`src/rtl/puf_ctrl_pkg.sv`:
```
`default_nettype none
// -----------------------------------------------------------------------------
// puf_ctrl_pkg : FSM encoding, default sizing and vote-width helper for the
//                PUF challenge/response sequencer.            Rev 1.0
// -----------------------------------------------------------------------------
package puf_ctrl_pkg;

    localparam int c_def_width      = 16;
    localparam int c_def_neval      = 3;
    localparam int c_def_settle_cyc = 8;
    localparam int c_def_relax_cyc  = 4;

    typedef enum logic [2:0] {
        ST_IDLE   = 3'd0,
        ST_RELAX  = 3'd1,
        ST_FIRE   = 3'd2,
        ST_SAMPLE = 3'd3,
        ST_SEND   = 3'd4
    } state_t;

    // Wide enough to hold a count of 0..neval without wrapping.
    function automatic int vote_width(input int neval);
        return $clog2(neval + 1);
    endfunction

endpackage
`default_nettype wire

```
`src/rtl/puf_vote_acc.sv`:
```
`default_nettype none
// -----------------------------------------------------------------------------
// puf_vote_acc : per-bit vote counters with majority threshold.   Rev 1.0
// -----------------------------------------------------------------------------
module puf_vote_acc
    import puf_ctrl_pkg::*;
#(
    parameter int WIDTH = c_def_width,
    parameter int NEVAL = c_def_neval
) (
    input  logic             clk,
    input  logic             rst_n,
    input  logic             clear,
    input  logic             inc_en,
    input  logic [WIDTH-1:0] bits,
    output logic [WIDTH-1:0] voted
);

    localparam int            c_vw     = vote_width(NEVAL);
    localparam logic [c_vw-1:0] c_thresh = c_vw'((NEVAL - 1) / 2);
    localparam logic [c_vw-1:0] c_max    = c_vw'(NEVAL);

    // voted reflects the count including this cycle's increment, so the final
    // sample is already part of the decision when the caller registers it.
    genvar i;
    generate
        for (i = 0; i < WIDTH; i++) begin : g_bit
            logic [c_vw-1:0] r_vote;
            logic [c_vw-1:0] w_vote_nxt;

            always_comb begin
                w_vote_nxt = r_vote;
                if (inc_en && bits[i] && (r_vote != c_max)) begin
                    w_vote_nxt = r_vote + 1'b1;
                end
            end

            always_ff @(posedge clk or negedge rst_n) begin
                if (!rst_n) begin
                    r_vote <= '0;
                end else if (clear) begin
                    r_vote <= '0;
                end else begin
                    r_vote <= w_vote_nxt;
                end
            end

            assign voted[i] = (w_vote_nxt > c_thresh);
        end
    endgenerate

endmodule
`default_nettype wire

```
`src/rtl/puf_crp_sequencer.sv`:
```
`default_nettype none
// -----------------------------------------------------------------------------
// puf_crp_sequencer : drives NEVAL PUF evaluations per challenge and returns
//                     the majority-voted response to the UART.     Rev 1.0
// -----------------------------------------------------------------------------
module puf_crp_sequencer
    import puf_ctrl_pkg::*;
#(
    parameter int WIDTH      = c_def_width,
    parameter int NEVAL      = c_def_neval,
    parameter int SETTLE_CYC = c_def_settle_cyc,
    parameter int RELAX_CYC  = c_def_relax_cyc
) (
    input  logic             clk,
    input  logic             rst_n,
    input  logic             rx_valid,
    input  logic [WIDTH-1:0] rx_data,
    output logic [WIDTH-1:0] puf_challenge,
    output logic             puf_trigger,
    input  logic [WIDTH-1:0] puf_response,
    output logic             tx_start,
    output logic [WIDTH-1:0] tx_data,
    input  logic             tx_done,
    output logic             busy,
    output logic             overrun
);

    localparam int c_ew   = vote_width(NEVAL);
    localparam int c_tmax = (SETTLE_CYC > RELAX_CYC) ? SETTLE_CYC : RELAX_CYC;
    localparam int c_tw   = $clog2(c_tmax + 1);

    localparam logic [c_tw-1:0] c_relax_ld  = c_tw'(RELAX_CYC - 1);
    localparam logic [c_tw-1:0] c_settle_ld = c_tw'(SETTLE_CYC - 1);
    localparam logic [c_ew-1:0] c_neval     = c_ew'(NEVAL);

    state_t           r_state;
    state_t           w_next;
    logic [c_tw-1:0]  r_tmr;
    logic [c_tw-1:0]  w_tmr_nxt;
    logic [c_ew-1:0]  r_eval;
    logic [c_ew-1:0]  w_eval_inc;
    logic [WIDTH-1:0] r_challenge;
    logic [WIDTH-1:0] r_tx_data;
    logic [WIDTH-1:0] w_gray;
    logic [WIDTH-1:0] w_voted;
    logic             r_tx_start;
    logic             w_accept;
    logic             w_sample;
    logic             w_last;
    logic             w_to_send;

    assign w_gray     = rx_data ^ (rx_data >> 1);
    assign w_accept   = (r_state == ST_IDLE) && rx_valid;
    assign w_sample   = (r_state == ST_SAMPLE);
    assign w_eval_inc = r_eval + 1'b1;
    assign w_last     = (w_eval_inc == c_neval);
    assign w_to_send  = w_sample && w_last;

    // One down-counter times both the RELAX and FIRE phases; it is loaded
    // with (length-1) on entry and the phase ends when it reaches zero.
    always_comb begin
        w_next    = r_state;
        w_tmr_nxt = r_tmr;
        case (r_state)
            ST_IDLE: begin
                if (rx_valid) begin
                    w_next    = ST_RELAX;
                    w_tmr_nxt = c_relax_ld;
                end
            end
            ST_RELAX: begin
                if (r_tmr == '0) begin
                    w_next    = ST_FIRE;
                    w_tmr_nxt = c_settle_ld;
                end else begin
                    w_tmr_nxt = r_tmr - 1'b1;
                end
            end
            ST_FIRE: begin
                if (r_tmr == '0) begin
                    w_next = ST_SAMPLE;
                end else begin
                    w_tmr_nxt = r_tmr - 1'b1;
                end
            end
            ST_SAMPLE: begin
                if (w_last) begin
                    w_next = ST_SEND;
                end else begin
                    w_next    = ST_RELAX;
                    w_tmr_nxt = c_relax_ld;
                end
            end
            ST_SEND: begin
                if (tx_done) begin
                    w_next = ST_IDLE;
                end
            end
            default: w_next = ST_IDLE;
        endcase
    end

    always_ff @(posedge clk or negedge rst_n) begin
        if (!rst_n) begin
            r_state     <= ST_IDLE;
            r_tmr       <= '0;
            r_eval      <= '0;
            r_challenge <= '0;
            r_tx_data   <= '0;
            r_tx_start  <= 1'b0;
        end else begin
            r_state    <= w_next;
            r_tmr      <= w_tmr_nxt;
            r_tx_start <= w_to_send;
            if (w_accept) begin
                r_challenge <= w_gray;
                r_eval      <= '0;
            end else if (w_sample) begin
                r_eval <= w_eval_inc;
            end
            if (w_to_send) begin
                r_tx_data <= w_voted;
            end
        end
    end

    puf_vote_acc #(
        .WIDTH (WIDTH),
        .NEVAL (NEVAL)
    ) u_vote_acc (
        .clk    (clk),
        .rst_n  (rst_n),
        .clear  (w_accept),
        .inc_en (w_sample),
        .bits   (puf_response),
        .voted  (w_voted)
    );

    assign puf_challenge = r_challenge;
    assign puf_trigger   = (r_state == ST_FIRE) || (r_state == ST_SAMPLE);
    assign tx_start      = r_tx_start;
    assign tx_data       = r_tx_data;
    assign busy          = (r_state != ST_IDLE);
    assign overrun       = rx_valid && (r_state != ST_IDLE);

endmodule
`default_nettype wire
```
`config.mk`:
```
export PLATFORM = sky130hd
export DESIGN_NAME = puf_crp_sequencer
export DESIGN_NICKNAME = d
export VERILOG_FILES = /design/src/rtl/puf_ctrl_pkg.sv /design/src/rtl/puf_vote_acc.sv /design/src/rtl/puf_crp_sequencer.sv
export SDC_FILE = /design/constraint.sdc
export NUM_CORES = 1
export LEC_CHECK = 0
export CORE_UTILIZATION = 56
export DETAILED_ROUTE_END_ITERATION = 12
export GPL_TIMING_DRIVEN = 0
export PLACE_DENSITY = 0.83
export REMOVE_ABC_BUFFERS = 1
export SYNTH_ARGS = -nofsm -noshare
export SYNTH_HDL_FRONTEND = slang
export SYNTH_SLANG_ARGS = --single-unit
```
`constraint.sdc`:
```
create_clock -name clk -period 4.31 [get_ports clk]
set_input_delay 0.6465 -clock clk [delete_from_list [all_inputs] [get_ports clk]]
set_output_delay 0.6465 -clock clk [all_outputs]
set_load 0.05 [all_outputs]
```
After elaboration in Yosys (flattened, before gate mapping)
Cells that the tools add are included.
Word-level totals
  word-level logic and storage cells: 172
  memory bits (writable): 0
  output and inout bits: 36
  memories: 0
  input port bits: 36
  register bits after elaboration: 74
  ROM bits: 0
  bits in latches: 0
Operators by class
  add/subtract/negate cells: 18
  $lt $le $gt $ge: 16
  reductions and logical operators: 43
  shift-type cells: 0
  bitwise gates (word level): 1
  multiply operators: 0
  muxes and demuxes: 45
  div/mod/pow operators: 0
  equality and inequality tests: 27
Operators with widths (count)
  $mux W2: 34
  $ne A2 B2 Y1 const B: 22
  $logic_and A1 B1 Y1: 35
  $add A2 B1 Y2 const B: 17
  $gt A2 B1 Y1 const B: 16
  $mux W4: 4
  $pmux W4 S4: 1
  $xor A16 B15 Y16: 1
  $mux W3: 5
  $pmux W3 S5: 1
  $reduce_and A4 Y1: 2
  $eq A3 B2 Y1 const B: 2
  $logic_not A4 Y1: 1
  $reduce_bool A4 Y1: 1
  $sub A4 B1 Y4 const B: 1
  $eq A3 B1 Y1 const B: 1
  $eq A3 B3 Y1 const B: 1
  $logic_not A3 Y1: 1
  $reduce_bool A3 Y1: 1
  $eq A2 B2 Y1 const B: 1
  $reduce_bool A2 Y1: 1
  $logic_or A1 B1 Y1: 1

Logic depth before layout (Yosys ltp)
  depth in word-level cells: 5
  depth in mapped cells: 7
  depth with buffers taken out: 6

Hierarchy
Synthesis repeated with hierarchy kept, for this count alone.
Second synthesis, totals
  cell total of the unflattened synthesis: 348
  area, all modules: 4177.8 sq um
By module, submodules not included
  puf_vote_acc: seq. area each 800.8 sq um, cells each 184, area each 2188.3 sq um, times used 1
  puf_crp_sequencer: seq. area each 1051.0 sq um, cells each 164, area each 1989.4 sq um, times used 1

Least setup slack after synthesis
OpenSTA, ideal clock, no wires.
  path kind: register to output
  from: register r_state[1]
  to: output overrun
  path buffers: 1
  data arrival time: 1.332 ns
  path slack: 2.332 ns
  required time: 3.664 ns
  cell stages (with the launch flop): 4
  path through: dfrtp_1 buf_6 or3_4 and2_1
Between the ends
  longest elaborated chain between the ends: 2
Ends and longest elaborated chain
  start: declaration: RTL line puf_crp_sequencer.sv:36  | state_t r_state;
  start signal: assignment: RTL line puf_crp_sequencer.sv:112  | r_state <= w_next;
  $reduce_bool A3 Y1
  via busy: RTL line puf_crp_sequencer.sv:24  | output logic busy,
  $logic_and A1 B1 Y1: RTL line puf_crp_sequencer.sv:144  | assign overrun = rx_valid && (r_state != ST_IDLE);
  end: declaration: RTL line puf_crp_sequencer.sv:25  | output logic overrun
The timed path passes the listed nets, and every way through them passes these cells.

Worst setup path after layout
  from: register r_state[0]
  to: output overrun
Between the ends
  longest elaborated chain between the ends: 2
Ends and longest elaborated chain (RTL line)
  $reduce_bool A3 Y1: puf_crp_sequencer.sv:144
  $logic_and A1 B1 Y1: puf_crp_sequencer.sv:144
Every way passes these cells.

==> impl_summary.log <==
INFO  metric share_of_post_route_cells_with_drive_strength_above_1 = roughly 6.7%
INFO  metric slew_headroom = 22.7%
INFO  metric crit_chain = or3_4 > and2_1 > clkdlybuf4s50_1
INFO  metric power_per_standard_cell_area = approximately 740 nW/um^2
INFO  metric crit_path_top_delay_cell = sky130_fd_sc_hd__clkdlybuf4s50_1
INFO  metric floorplan.rows = 29
INFO  metric report.final.slew_viol_count = 0
INFO  metric cp-end-kind = output port
INFO  metric rsz0062_at_grt = false
INFO  metric timing.final.hold_violations = 0
INFO  metric grt_start_max_net_pins = 66
INFO  metric diodes = 0
INFO  metric postRouteWirelength = 6.69 mm
INFO  metric post_cts.resized_instances = 0
INFO  metric vias_per_cell = ~5.2
INFO  metric synth_edf_count = 0
INFO  metric critPathMaxFanout = 12
INFO  metric status = finished, final reports clean
INFO  metric dr_total_vias = 2578
INFO  metric skew_pair_late_insertion_delay = 0.34 ns
INFO  metric count_of_state_elements_after_synthesis = 74
INFO  metric area_delta_synth_final = 26.5%
INFO  metric cts-htree-levels = 3
INFO  metric die_area = ~6900 sq um
INFO  metric timing.critical_path.arrival = 2.14 ns
INFO  metric yosysWarnings = 0
INFO  metric synthesis.instances = about 340
INFO  metric startpoint_type = flip-flop
INFO  metric gr-total-overflow = 0
INFO  metric synth_top_area_share = between 50% and 60%
INFO  metric synth.top_cells.by_area = sky130_fd_sc_hd__dfrtp_1 50%, sky130_fd_sc_hd__mux2i_1 9.0%, sky130_fd_sc_hd__xnor2_1 7.8%, sky130_fd_sc_hd__ha_1 6.1%, sky130_fd_sc_hd__nor2_1 5.2%
INFO  metric fin_skew = 0.00822 ns
INFO  metric hpwlAfterDp = 4.52 mm
INFO  metric fin_crit_sh = between 60% and 70%
INFO  metric design.core.area = ~6300 sq um
INFO  metric cts_setup_buffers = 0
INFO  metric postSynth.asyncResetShare = 100%
INFO  metric die-width = 83.1 microns
INFO  metric final.min_clock_period = 2.79 ns
INFO  metric die_height = roughly 83 microns
INFO  metric max_stage_delay = between 0.6 and 0.7 ns
INFO  metric global_route_wire_length_before_repair = roughly 12 mm
INFO  metric io_buffer_count = between 70 and 80
INFO  metric gp_congestion = a little over 0.7
INFO  metric seq_area_frac_synth = approximately half
INFO  metric fin_ws = approximately 1.5 ns
INFO  metric fillCellCount = around 450
INFO  metric nNetsFinal = roughly 470
INFO  metric detailedPlace.worstSlack = 1.41 ns
INFO  metric reg2regPathDepth = 4
INFO  metric cts_num_sinks = 74
INFO  metric cts_max_path_buffers = 2
INFO  metric avgRoutedWirePerCell = 13.6 microns
INFO  metric iteration_0_drc_markers = approximately 110
INFO  metric fmax = between 300 and 400 MHz
INFO  metric yosys.area.top_type = sky130_fd_sc_hd__dfrtp_1
INFO  metric vdd_drop_max = between 0.5 and 0.6 mV
INFO  metric worst_pin_slew = approximately 1.2 ns
INFO  metric worst_hold_path_type = in -> async
INFO  metric cts-buffers-inserted = 9
INFO  metric p_total = between 3 and 4 mW
INFO  metric ctsRootBufferMaster = sky130_fd_sc_hd__clkbuf_8
INFO  metric avgSynthCellArea = 10.8 sq um
INFO  metric drtAntennaViolNets = 0
INFO  metric holdWs = between 0.2 and 0.25 ns
INFO  metric setup-violations-final = 0
INFO  metric floorplan.initialDensity = between 50% and 60%
INFO  metric max_cap_violations = 0
INFO  metric tritoncts = done
INFO  metric global_route.usage.total = a little over a fifth
INFO  metric ios = 72
INFO  metric grt_pass1_vias = approximately 2700
INFO  metric firstDrtPassIters = 5
INFO  metric p_leak = approximately 2.1 nW
INFO  metric crit_type = reg -> out
INFO  metric drc_errors = 0
INFO  metric post-synth-top-count-cell = sky130_fd_sc_hd__dfrtp_1
INFO  metric clk_transition_reported_paths = approximately 0.080 ns
INFO  metric critPathRequiredTime = ~3.7 ns
INFO  metric synthesis.area = 3680 sq um
INFO  metric dominantRegCellSynth = sky130_fd_sc_hd__dfrtp_1
INFO  metric antenna_found_initial = 0
INFO  metric netlist_top_cells_count = 74 x sky130_fd_sc_hd__dfrtp_1, 51 x sky130_fd_sc_hd__nor2_1, 33 x sky130_fd_sc_hd__mux2i_1, 33 x sky130_fd_sc_hd__xnor2_1, 30 x sky130_fd_sc_hd__nor2b_1
INFO  metric setup_tns = 0 ns
INFO  metric cts_hold_buffers = 0
INFO  metric post_synth_num_cell_types = 34
## registers in the layout, summed over array words and instances (netlist names)
name / flops
u_vote_acc.g_bit.r_vote: 32
puf_challenge: 16
tx_data: 16
r_tmr: 4
r_state: 3
r_eval: 2
tx_start: 1
## kinds of logic (layout without fill, tap and decap cells)
| kind of cell | count (synthesis) | count (layout) | synth area share, % |
|---|---|---|---|
| and+or+nand+nor | 120 | 120 | 16.3 |
| DFF | 74 | 74 | 50.3 |
| AOI/OAI and AO/OA | 42 | 42 | 6.72 |
| muxes | 34 | 34 | 9.27 |
| xor gates and xnor gates | 33 | 33 | 7.84 |
| buffers and inverters | 21 | 95 | 3.50 |
| adders and majority gates | 18 | 18 | 6.11 |
## critical path, delay by kind of cell, from the launching register on
kind | cells | cell delay (ns)
buffers and inverters | 1 | 0.69
and+or+nand+nor | 2 | 0.60
DFF | 1 | 0.51
## power breakdown
group	total [mW]	leakage (nW)	switching [mW]	internal (mW)
logic	1.64	1.09	1.00	0.637
clock network	0.630	0.119	0.257	0.373
registers	1.17	0.896	0.199	0.976
## final timing paths
kind                       slack (ns)        from                             end
setup reg to reg                 2.06  r_state[0]  u_vote_acc.g_bit[13].r_vote[1]
min in group clk                 0.48  tx_data[6]                      tx_data[6]
hold / removal                   0.24       rst_n                      tx_data[3]
hold reg to reg                  0.48  tx_data[6]                      tx_data[6]
max in group asynchronous        3.50       rst_n                     tx_data[11]
setup / recovery                 1.52  r_state[0]                         overrun
## cells in the final DEF, fill, tap and decap left out
master                            instances
sky130_fd_sc_hd__ha_1                    18
sky130_fd_sc_hd__xnor2_1                 33
sky130_fd_sc_hd__o41ai_1                  1
sky130_fd_sc_hd__nor2_4                   1
sky130_fd_sc_hd__nor2_1                  51
sky130_fd_sc_hd__buf_4                    1
sky130_fd_sc_hd__mux2i_1                 33
sky130_fd_sc_hd__a32oi_4                  1
sky130_fd_sc_hd__clkinv_2                 1
sky130_fd_sc_hd__a21oi_2                  1
sky130_fd_sc_hd__dfrtp_1                 74
sky130_fd_sc_hd__a21oi_1                 18
sky130_fd_sc_hd__and2_1                   1
sky130_fd_sc_hd__nand2b_1                 3
sky130_fd_sc_hd__nor2b_4                  1
sky130_fd_sc_hd__nor2b_1                 30
sky130_fd_sc_hd__or3_1                    1
sky130_fd_sc_hd__clkbuf_8                12
sky130_fd_sc_hd__buf_12                   2
sky130_fd_sc_hd__clkinvlp_4               1
sky130_fd_sc_hd__mux2_2                   1
sky130_fd_sc_hd__or3_4                    1
sky130_fd_sc_hd__a311oi_1                 1
sky130_fd_sc_hd__nand2_1                 21
sky130_fd_sc_hd__inv_1                    6
sky130_fd_sc_hd__nor3_1                   1
sky130_fd_sc_hd__nor3b_1                  1
sky130_fd_sc_hd__clkdlybuf4s50_1         70
sky130_fd_sc_hd__nor4_1                   1
sky130_fd_sc_hd__o21ai_0                 19
sky130_fd_sc_hd__nand3_1                  1
sky130_fd_sc_hd__nand3b_1                 2
sky130_fd_sc_hd__a32oi_1                  1
sky130_fd_sc_hd__bufinv_16                2
sky130_fd_sc_hd__or2_2                    2
sky130_fd_sc_hd__or4b_4                   1
sky130_fd_sc_hd__or4b_1                   1
## metal layers
metal	GRT usage, %	routed length (microns)
met5	0	0
met1	27.0	2990
met2	36.1	3270
met4	6.58	87
met3	6.46	348
## per-stage QoR
stage	cells	area, sq um	util [%]
global route	493	4660	73.4
finish	493	4660	73.4
floorplan	327	3580	-
detailed placement	476	4400	69.3
global placement	475	4390	69.1
CTS	492	4640	73.1
## cell type report
class / instances / area (sq um) / share of cell area (%)
clock buffer: 12 / 165 / 3.54
clock inverter: 4 / 72.6 / 1.56
inverter: 6 / 22.5 / 0.483
multi-input combinational: 247 / 1700 / 36.6
sequential: 74 / 1850 / 39.7
tap: 77 / 96.3 / 2.07
timing repair buffer: 73 / 748 / 16.1
Power figures use the tool's default switching activity.
